===== src/rtl/icache_controller.sv =====
// Direct-mapped instruction cache with a block-refill miss sequencer, whole-cache flush
// and saturating hit/miss profiling counters.
//   state    | meaning
//   IDLE     | lookup; hits served combinationally, misses start a refill
//   MEM_READ | block request held on i_memory until it stops signalling busy
//   UPDATE   | fetched block, tag and valid written into the indexed line
module icache_controller #(
   parameter int ADDRESS_WIDTH     = 32,
   parameter int INSTRUCTION_WIDTH = 32,
   parameter int NUM_LINES         = 8,
   parameter int COUNTER_WIDTH     = 16
) (
   input  logic                           clock,
   input  logic                           reset,
   input  logic                           cpu_read,
   input  logic [ADDRESS_WIDTH-1:0]       cpu_address,
   output logic [INSTRUCTION_WIDTH-1:0]   cpu_instruction,
   output logic                           cpu_busywait,
   input  logic                           flush,
   output logic                           mem_read,
   output logic [ADDRESS_WIDTH-5:0]       mem_address,
   input  logic [4*INSTRUCTION_WIDTH-1:0] mem_readdata,
   input  logic                           mem_busywait,
   output logic [COUNTER_WIDTH-1:0]       hit_count,
   output logic [COUNTER_WIDTH-1:0]       miss_count
);
   localparam int INDEX_BITS  = $clog2(NUM_LINES);
   localparam int TAG_BITS    = ADDRESS_WIDTH - 4 - INDEX_BITS;
   localparam int BLOCK_WIDTH = 4 * INSTRUCTION_WIDTH;

   typedef enum logic [1:0] {IDLE, MEM_READ, UPDATE} state_t;

   state_t                   state;
   state_t                   state_next;
   logic [NUM_LINES-1:0]     valid;
   logic [TAG_BITS-1:0]      tags [NUM_LINES];
   logic [BLOCK_WIDTH-1:0]   data [NUM_LINES];
   logic [BLOCK_WIDTH-1:0]   fill_buf;
   logic                     flush_pending;
   logic                     first_wait;
   logic                     after_fill;

   logic [TAG_BITS-1:0]      cpu_tag;
   logic [INDEX_BITS-1:0]    index;
   logic [1:0]               word;
   logic                     tag_match;
   logic                     hit;
   logic                     start_miss;
   logic [BLOCK_WIDTH-1:0]   line_data;
   logic                     unused_byte_bits;

   assign cpu_tag          = cpu_address[ADDRESS_WIDTH-1 -: TAG_BITS];
   assign index            = cpu_address[4 +: INDEX_BITS];
   assign word             = cpu_address[3:2];
   assign unused_byte_bits = ^cpu_address[1:0];

   assign line_data   = data[index];
   assign tag_match   = valid[index] && (tags[index] == cpu_tag);
   // A flush in the same cycle beats a hit: the access stalls and later misses.
   assign hit         = cpu_read && tag_match && (state == IDLE) && !flush;
   assign start_miss  = (state == IDLE) && cpu_read && !hit && !flush_pending;

   assign cpu_busywait = cpu_read && !hit;
   assign mem_read     = (state == MEM_READ);
   assign mem_address  = cpu_address[ADDRESS_WIDTH-1:4];

   always_comb begin
      cpu_instruction = '0;
      if (hit) begin
         case (word)
            2'd0:    cpu_instruction = line_data[0*INSTRUCTION_WIDTH +: INSTRUCTION_WIDTH];
            2'd1:    cpu_instruction = line_data[1*INSTRUCTION_WIDTH +: INSTRUCTION_WIDTH];
            2'd2:    cpu_instruction = line_data[2*INSTRUCTION_WIDTH +: INSTRUCTION_WIDTH];
            default: cpu_instruction = line_data[3*INSTRUCTION_WIDTH +: INSTRUCTION_WIDTH];
         endcase
      end
   end

   always_comb begin
      state_next = state;
      case (state)
         IDLE:     if (start_miss) state_next = MEM_READ;
         MEM_READ: if (!first_wait && !mem_busywait) state_next = UPDATE;
         UPDATE:   state_next = IDLE;
         default:  state_next = IDLE;
      endcase
   end

   always_ff @(posedge clock or posedge reset) begin
      if (reset) begin
         state         <= IDLE;
         valid         <= '0;
         flush_pending <= 1'b0;
         first_wait    <= 1'b0;
         after_fill    <= 1'b0;
      end else begin
         state      <= state_next;
         first_wait <= start_miss;
         after_fill <= (state == UPDATE);

         if (state == IDLE) begin
            flush_pending <= 1'b0;
            if (flush || flush_pending)
               valid <= '0;
         end else begin
            if (flush)
               flush_pending <= 1'b1;
            if (state == UPDATE)
               valid[index] <= 1'b1;
         end
      end
   end

   // The refill completion cycle is not a hit, hence after_fill.
   always_ff @(posedge clock or posedge reset) begin
      if (reset) begin
         hit_count  <= '0;
         miss_count <= '0;
      end else begin
         if (hit && !after_fill && (hit_count != '1))
            hit_count <= hit_count + 1'b1;
         if (start_miss && (miss_count != '1))
            miss_count <= miss_count + 1'b1;
      end
   end

   always_ff @(posedge clock) begin
      if ((state == MEM_READ) && (state_next == UPDATE))
         fill_buf <= mem_readdata;
      if (state == UPDATE) begin
         data[index] <= fill_buf;
         tags[index] <= cpu_tag;
      end
   end
endmodule


===== config.mk =====
export PLATFORM = sky130hd
export DESIGN_NAME = icache_controller
export DESIGN_NICKNAME = d
export VERILOG_FILES = /design/src/rtl/icache_controller.sv
export SDC_FILE = /design/constraint.sdc
export NUM_CORES = 1
export LEC_CHECK = 0
export ABC_AREA = 0
export BUFFER_PORTS_ARGS = -buffer_cell sky130_fd_sc_hd__buf_2
export CAP_MARGIN = 10
export CORE_MARGIN = 5
export CORE_UTILIZATION = 50
export CTS_CLUSTER_SIZE = 25
export DETAILED_ROUTE_END_ITERATION = 8
export PLACE_DENSITY = 0.72
export SYNTH_ARGS = -nofsm -noshare
export SYNTH_HDL_FRONTEND = slang
export SYNTH_SLANG_ARGS = --single-unit

===== constraint.sdc =====
create_clock -name clock -period 19.2 [get_ports clock]
set_input_delay 3.84 -clock clock [delete_from_list [all_inputs] [get_ports clock]]
set_output_delay 3.84 -clock clock [all_outputs]
set_load 0.05 [all_outputs]

==> impl_metrics.tcl, run 1 <==
set metrics [dict create \
    grt_pass1_vias 26200 \
    synth_area_leader_cell "edfxtp_1" \
    cts.sinks 1397 \
    io_buffers 256 \
    overflow 0 \
    max-vdd-ir-drop_uv 96.5 \
    cts_setup_buffers 0 \
    synth_top_area_share_pct 76.2 \
    die_h_um 336 \
    ys_seq_area_share_pct 78.3 \
    crit_chain "buf_8 -> buf_4 -> mux4_2 -> mux2i_1 -> xor2_1 -> nand4_1 -> nor4_1 -> nand4_1 -> buf_4 -> a2111oi_1 -> buf_2" \
    yosysWarnings 0 \
    syn_avg_cell_area_um2 21.8 \
    r2r_end "hit_count[13]$_DFFE_PP0P_" \
    max_stage_delay_ns 1.06 \
    hold_start "first_wait$_DFF_PP0_" \
    num_vias 25200 \
    drt_iter0_markers 1999 \
    cp_top_family "buffers and inverters" \
    htree_levels 4 \
    cp_data_required_time_ns 15.36 \
    grt_first_pass_wirelength_um 169000 \
    min_period_ns 12.97 \
    crit_fanout 76 \
    rsz0062_at_grt "no" \
    min_path_cells 1 \
    path_class "in -> out" \
    finalCritPeriodShare_pct 67.6 \
    hold_violations 0 \
    cts.clk_slew.worst_paths_ns 0.05 \
    numCtsBuffers 141 \
    ant_nets 0 \
    cap_violations 0 \
    die_w_um 336 \
    synthToLayoutAreaGrowth_pct 13.1 \
    synthArstFlopShare_pct 3.22 \
    worstReg2RegStart "state[0]$_DFF_PP0_" \
    clk_path_buf_depth 3 \
    rows 119 \
    r2r_setup_slack_ns 15.61 \
    synth_seq_cells 1397 \
    r2r_cells 9 \
    setup_viol 0 \
    die_area_mm2 0.113 \
    syn_area_mm2 0.0533 \
    clockRootBuffer "clkbuf_16" \
    hpwlAfterDp_um 60700 \
    hold_buffers 0 \
    end_kind "output pin" \
    drt_pass1_iterations 5 \
    wl_per_cell_um 27.1 \
    grt_max_degree 135 \
    power_density_mw_per_mm2 110 \
    drc 0 \
    cts.repair.resized 0 \
    slew_headroom_pct 8.72 \
    cts_tree "built" \
    crit_path_start_kind "input pin" \
    synth_fp_nets 2612 \
    grt_usage_pct 20.3 \
    yosys-top-cells-area "edfxtp_1 76%, mux4_2 11%, mux2i_1 3.4%, dfrtp_1 2.1%, a211oi_1 0.92%" \
    fin_nets 2894 \
    holdWs_ns 0.477 \
    synth_ff_type "edfxtp_1" \
    antenna_found_initial 7 \
    routed_wl_um 115000 \
    fin_setup_tns_ns 0 \
    core-area_mm2 0.106 \
    hold_class "reg -> reg" \
    leakage_nw 19.9 \
    cp.arrival_ns 9.13 \
    ys_top_cells_by_count "1352 x edfxtp_1, 257 x mux4_2, 179 x mux2i_1" \
    nFillCells 7501 \
    outcome "complete, no violations" \
    viasPerCell 5.95 \
    worst_path_max_delay_cell "a2111oi_1" \
    yosysMostFrequentCell "edfxtp_1" \
    finalMaxSlewViolations 0 \
    worst_slew_pin_slew_ns 1.37 \
    synth_edf_count 1352 \
    hold_end "state[1]$_DFF_PP0_" \
    netlist_instances 2445 \
    ys_types 48 \
    start_util_pct 50.5 \
    place_congestion 0.739 \
    clock_skew_ns 0.0288 \
    path_buf_inv 4 \
    ios 259 \
    max_freq_mhz 77.1 \
    drive_gt1_share_pct 27.7 \
    insertion_delay_ns 0.75 \
]
worst register-to-register path: cells and delay by family (launching register included):
kind                   cells  cell delay (ns)
AND/OR/NAND/NOR            5             1.54
XOR/XNOR                   1             0.14
AO/OA/AOI/OAI              2             1.06
buffers and inverters      1             0.34
flip-flops                 1             0.39
power by group:
| group | total, mW | internal, mW | leakage (nW) | switching (mW) |
|---|---|---|---|---|
| clock | 2.58 | 1.47 | 2.13 | 1.10 |
| sequential | 3.64 | 3.55 | 12.8 | 0.0966 |
| combinational | 0.402 | 0.132 | 4.94 | 0.270 |
| total | 6.62 | 5.15 | 19.9 | 1.47 |
area by class of cell:
class                      count  area, µm²  share of cell area [%]
antenna                        3       7.51                  0.0125
tap                         1391       1740                    2.89
clock inverter                73        609                    1.01
inverter                       8       30.0                  0.0498
timing repair buffer         294       1670                    2.78
clock buffer                 180       3760                    6.23
sequential                  1397      41700                    69.2
multi-input combinational    885      10800                    17.8
per-stage QoR:
step	instances	total power [mW]	cell area [µm²]	util (%)	setup slack, ns
after global placement	3975	4.09	55900	53.0	6.36
final	4231	6.62	60300	57.1	6.23
after global routing	4228	6.85	60300	57.1	6.05
after detailed placement	3975	4.12	55900	53.0	6.26
after floorplan	2445	3.97	53300	-	5.75
after CTS	4228	6.69	60300	57.1	6.21
registers in the layout, indices dropped and copies added (netlist names):
signal,flops
tags,200
valid,8
fill_buf,128
data,1024
after_fill,1
state,2
flush_pending,1
miss_count,16
first_wait,1
hit_count,16
cells in the final DEF (no fill, tap or decap), drive strengths merged, types with 22 or more instances in the layout:
cell type  netlist  final
a211oi          65     65
clkinv           0     56
xnor2           22     22
a21oi           37     37
nor2            56     56
mux2i          179    179
edfxtp        1352   1352
mux4           257    257
buf             99    294
dfrtp           45     45
nand2           22     22
o22ai           35     35
and2            36     36
clkbuf          56    180
a2111oi         33     33
xor2            24     24
per-layer routing:
metal | up-vias | wire length, µm | global-route usage (%) | part of all wire, %
met5 | - | 137 | 0.793 | 0.12
met4 | 4 | 3130 | 6.56 | 2.7
met3 | 175 | 7540 | 3.51 | 6.6
met2 | 895 | 58200 | 34.2 | 51
met1 | 13400 | 45500 | 27.4 | 40
li1 | 10700 | - | - | -
worst max-delay path by stage:
stage	from	end	cells past startpoint
finish	cpu_address[5]	cpu_instruction[2]	11
global route	cpu_address[5]	cpu_instruction[2]	11
detailed placement	cpu_address[5]	cpu_instruction[2]	11
global placement	cpu_address[6]	cpu_instruction[2]	12
CTS	cpu_address[5]	cpu_instruction[2]	11
floorplan	mem_busywait	fill_buf[0]$_DFFE_PP_	1
kinds of logic after synthesis:
| kind of cell | Yosys count | share of synthesized area [%] |
|---|---|---|
| XOR/XNOR | 46 | 0.756 |
| adder cells (fa/ha/maj) | 2 | 0.0469 |
| AND/OR/NAND/NOR | 191 | 1.89 |
| flip-flops | 1397 | 78.3 |
| AO/OA/AOI/OAI | 205 | 3.02 |
| multiplexers | 441 | 14.3 |
| buffers and inverters | 163 | 1.67 |
(Power assumes the default switching activity.)
==> run 2: changes to the inputs <==
- clock period: 19.2 -> 11.95 ns (I/O delays scaled with it)
==> impl_metrics.tcl, run 2 (same netlist as run 1, synthesis figures left out) <==
set metrics [dict create \
    grt_max_degree 136 \
    worst_slew_pin_slew_ns 1.48 \
    cap_violations 1 \
    crit_path_start_kind "input pin" \
    drc 0 \
    crit_fanout 83 \
    cts_setup_buffers 0 \
    viasPerCell 5.99 \
    cp_data_required_time_ns 9.56 \
    antenna_found_initial 2 \
    end_kind "output pin" \
    violations "max-capacitance violations" \
    routed_wl_um 116000 \
    io_buffers 256 \
    hpwlAfterDp_um 62600 \
    layout_common_cells "1352 x edfxtp_1, 257 x mux4_2, 252 x buf_2, 179 x mux2i_1, 139 x clkbuf_16" \
    final_common_cell "edfxtp_1" \
    globalRouteMet1Util_pct 27.8 \
    hold_buffers 0 \
    ios 259 \
    num_vias 25400 \
    rsz0062_at_grt "no" \
    die_w_um 336 \
    synthToLayoutAreaGrowth_pct 13.4 \
    largest_reg_flops 1024 \
    use_met3_pct 3.51 \
    post-place-ws_ns 2.36 \
    drive_gt1_share_pct 28.1 \
    cts.clk_slew.worst_paths_ns 0.06 \
    rows 119 \
    critPathLaunch "cpu_address[5]" \
    r2r_setup_slack_ns 7.74 \
    cp.arrival_ns 7.42 \
    place_congestion 0.758 \
    wl_per_cell_um 27.4 \
    fin_setup_tns_ns 0 \
    outcome "finished, violations left" \
    hold_class "reg -> reg" \
    grt_first_pass_wirelength_um 172000 \
    finalCritPeriodShare_pct 82.1 \
    max_flop_register "data" \
    power_density_mw_per_mm2 177 \
    max-vdd-ir-drop_uv 128 \
    busiest_layer "met2" \
    drt_iter0_markers 2196 \
    die_area_mm2 0.113 \
    cts.sinks 1397 \
    die_h_um 336 \
    leakage_nw 19.9 \
    min_period_ns 9.81 \
    htree_levels 4 \
    grt_pass1_vias 26400 \
    grt_usage_pct 20.6 \
    path_class "in -> out" \
    hold_violations 0 \
    core-area_mm2 0.106 \
    nFillCells 7488 \
    slew_headroom_pct 1.16 \
    hold_start "valid[0]$_DFFE_PP0P_" \
    r2r_cells 10 \
    fin_nets 2899 \
    setup_viol 0 \
    final.setup.worst_slack_ns 2.14 \
    r2r_end "hit_count[13]$_DFFE_PP0P_" \
    start_util_pct 50.5 \
    clockRootBuffer "clkbuf_16" \
    cts.repair.resized 0 \
    worstReg2RegStart "state[0]$_DFF_PP0_" \
    overflow 0 \
    cts_tree "built" \
    ant_nets 0 \
    insertion_delay_ns 0.73 \
    use_met2_pct 35.2 \
    min_path_cells 1 \
    hold_end "valid[0]$_DFFE_PP0P_" \
    clk_path_buf_depth 3 \
    finalMaxSlewViolations 0 \
    max_freq_mhz 102 \
    drt_pass1_iterations 5 \
    numCtsBuffers 137 \
    reg_top3 "data: 1024 flops, tags: 200 flops, fill_buf: 128 flops" \
    clock_skew_ns 0.0200 \
]
-- run 2: worst max-delay path by stage --
stage,cells past startpoint,slack [ns],endpoint
floorplan,10,0.83,data[3][0]$_DFFE_PP_
global placement,10,2.43,cpu_instruction[0]
detailed placement,10,2.36,cpu_instruction[0]
CTS,10,2.35,cpu_instruction[0]
global route,10,2.17,cpu_instruction[2]
finish,10,2.14,cpu_instruction[2]
-- run 2: metal layers --
layer  wire (µm)  vias up
li1            -    10800
met1       45500    13500
met2       59700      976
met3        7900      180
met4        2870        0
met5           0        -
-- run 2: area by class of cell --
type,instances,area (µm²),area share [%]
clock inverters,86,860,1.42
flip-flops and latches,1397,41700,69.1
clock buffers,164,3570,5.91
multi-input cells,885,10800,17.8
inverters,8,30.0,0.0497
diodes,3,7.51,0.0124
repair buffers,303,1720,2.84
well taps,1391,1740,2.88
-- run 2: stage by stage --
step / std cells / instance area, µm² / utilization [%] / power (mW) / hold WS, ns
4_1_cts: 4234 / 60400 / 57.2 / 10.8 / 0.487
6_report: 4237 / 60400 / 57.2 / 10.7 / 0.488
3_3_place_gp: 3984 / 56000 / 53.0 / 6.57 / 0.468
3_5_place_dp: 3984 / 56000 / 53.0 / 6.62 / 0.473
2_1_floorplan: 2445 / 53300 / - / 6.36 / 0.450
5_1_grt: 4234 / 60400 / 57.2 / 11.1 / 0.503
-- run 2: critical path: stages --
cell       delay [ns]
buf_8            0.64
buf_4            0.68
nor2_1           0.12
a22oi_1          0.20
o21ai_0          0.14
xnor2_1          0.22
nor4_1           0.45
nand4_1          0.59
a2111oi_1        1.42
buf_2            0.46
-- run 2: power by group --
group          internal [mW]  leakage, nW  switching [mW]
clock network           2.43         2.15            1.79
logic                  0.212         4.97           0.435
registers               5.70         12.8           0.159
total                   8.34         19.9            2.38
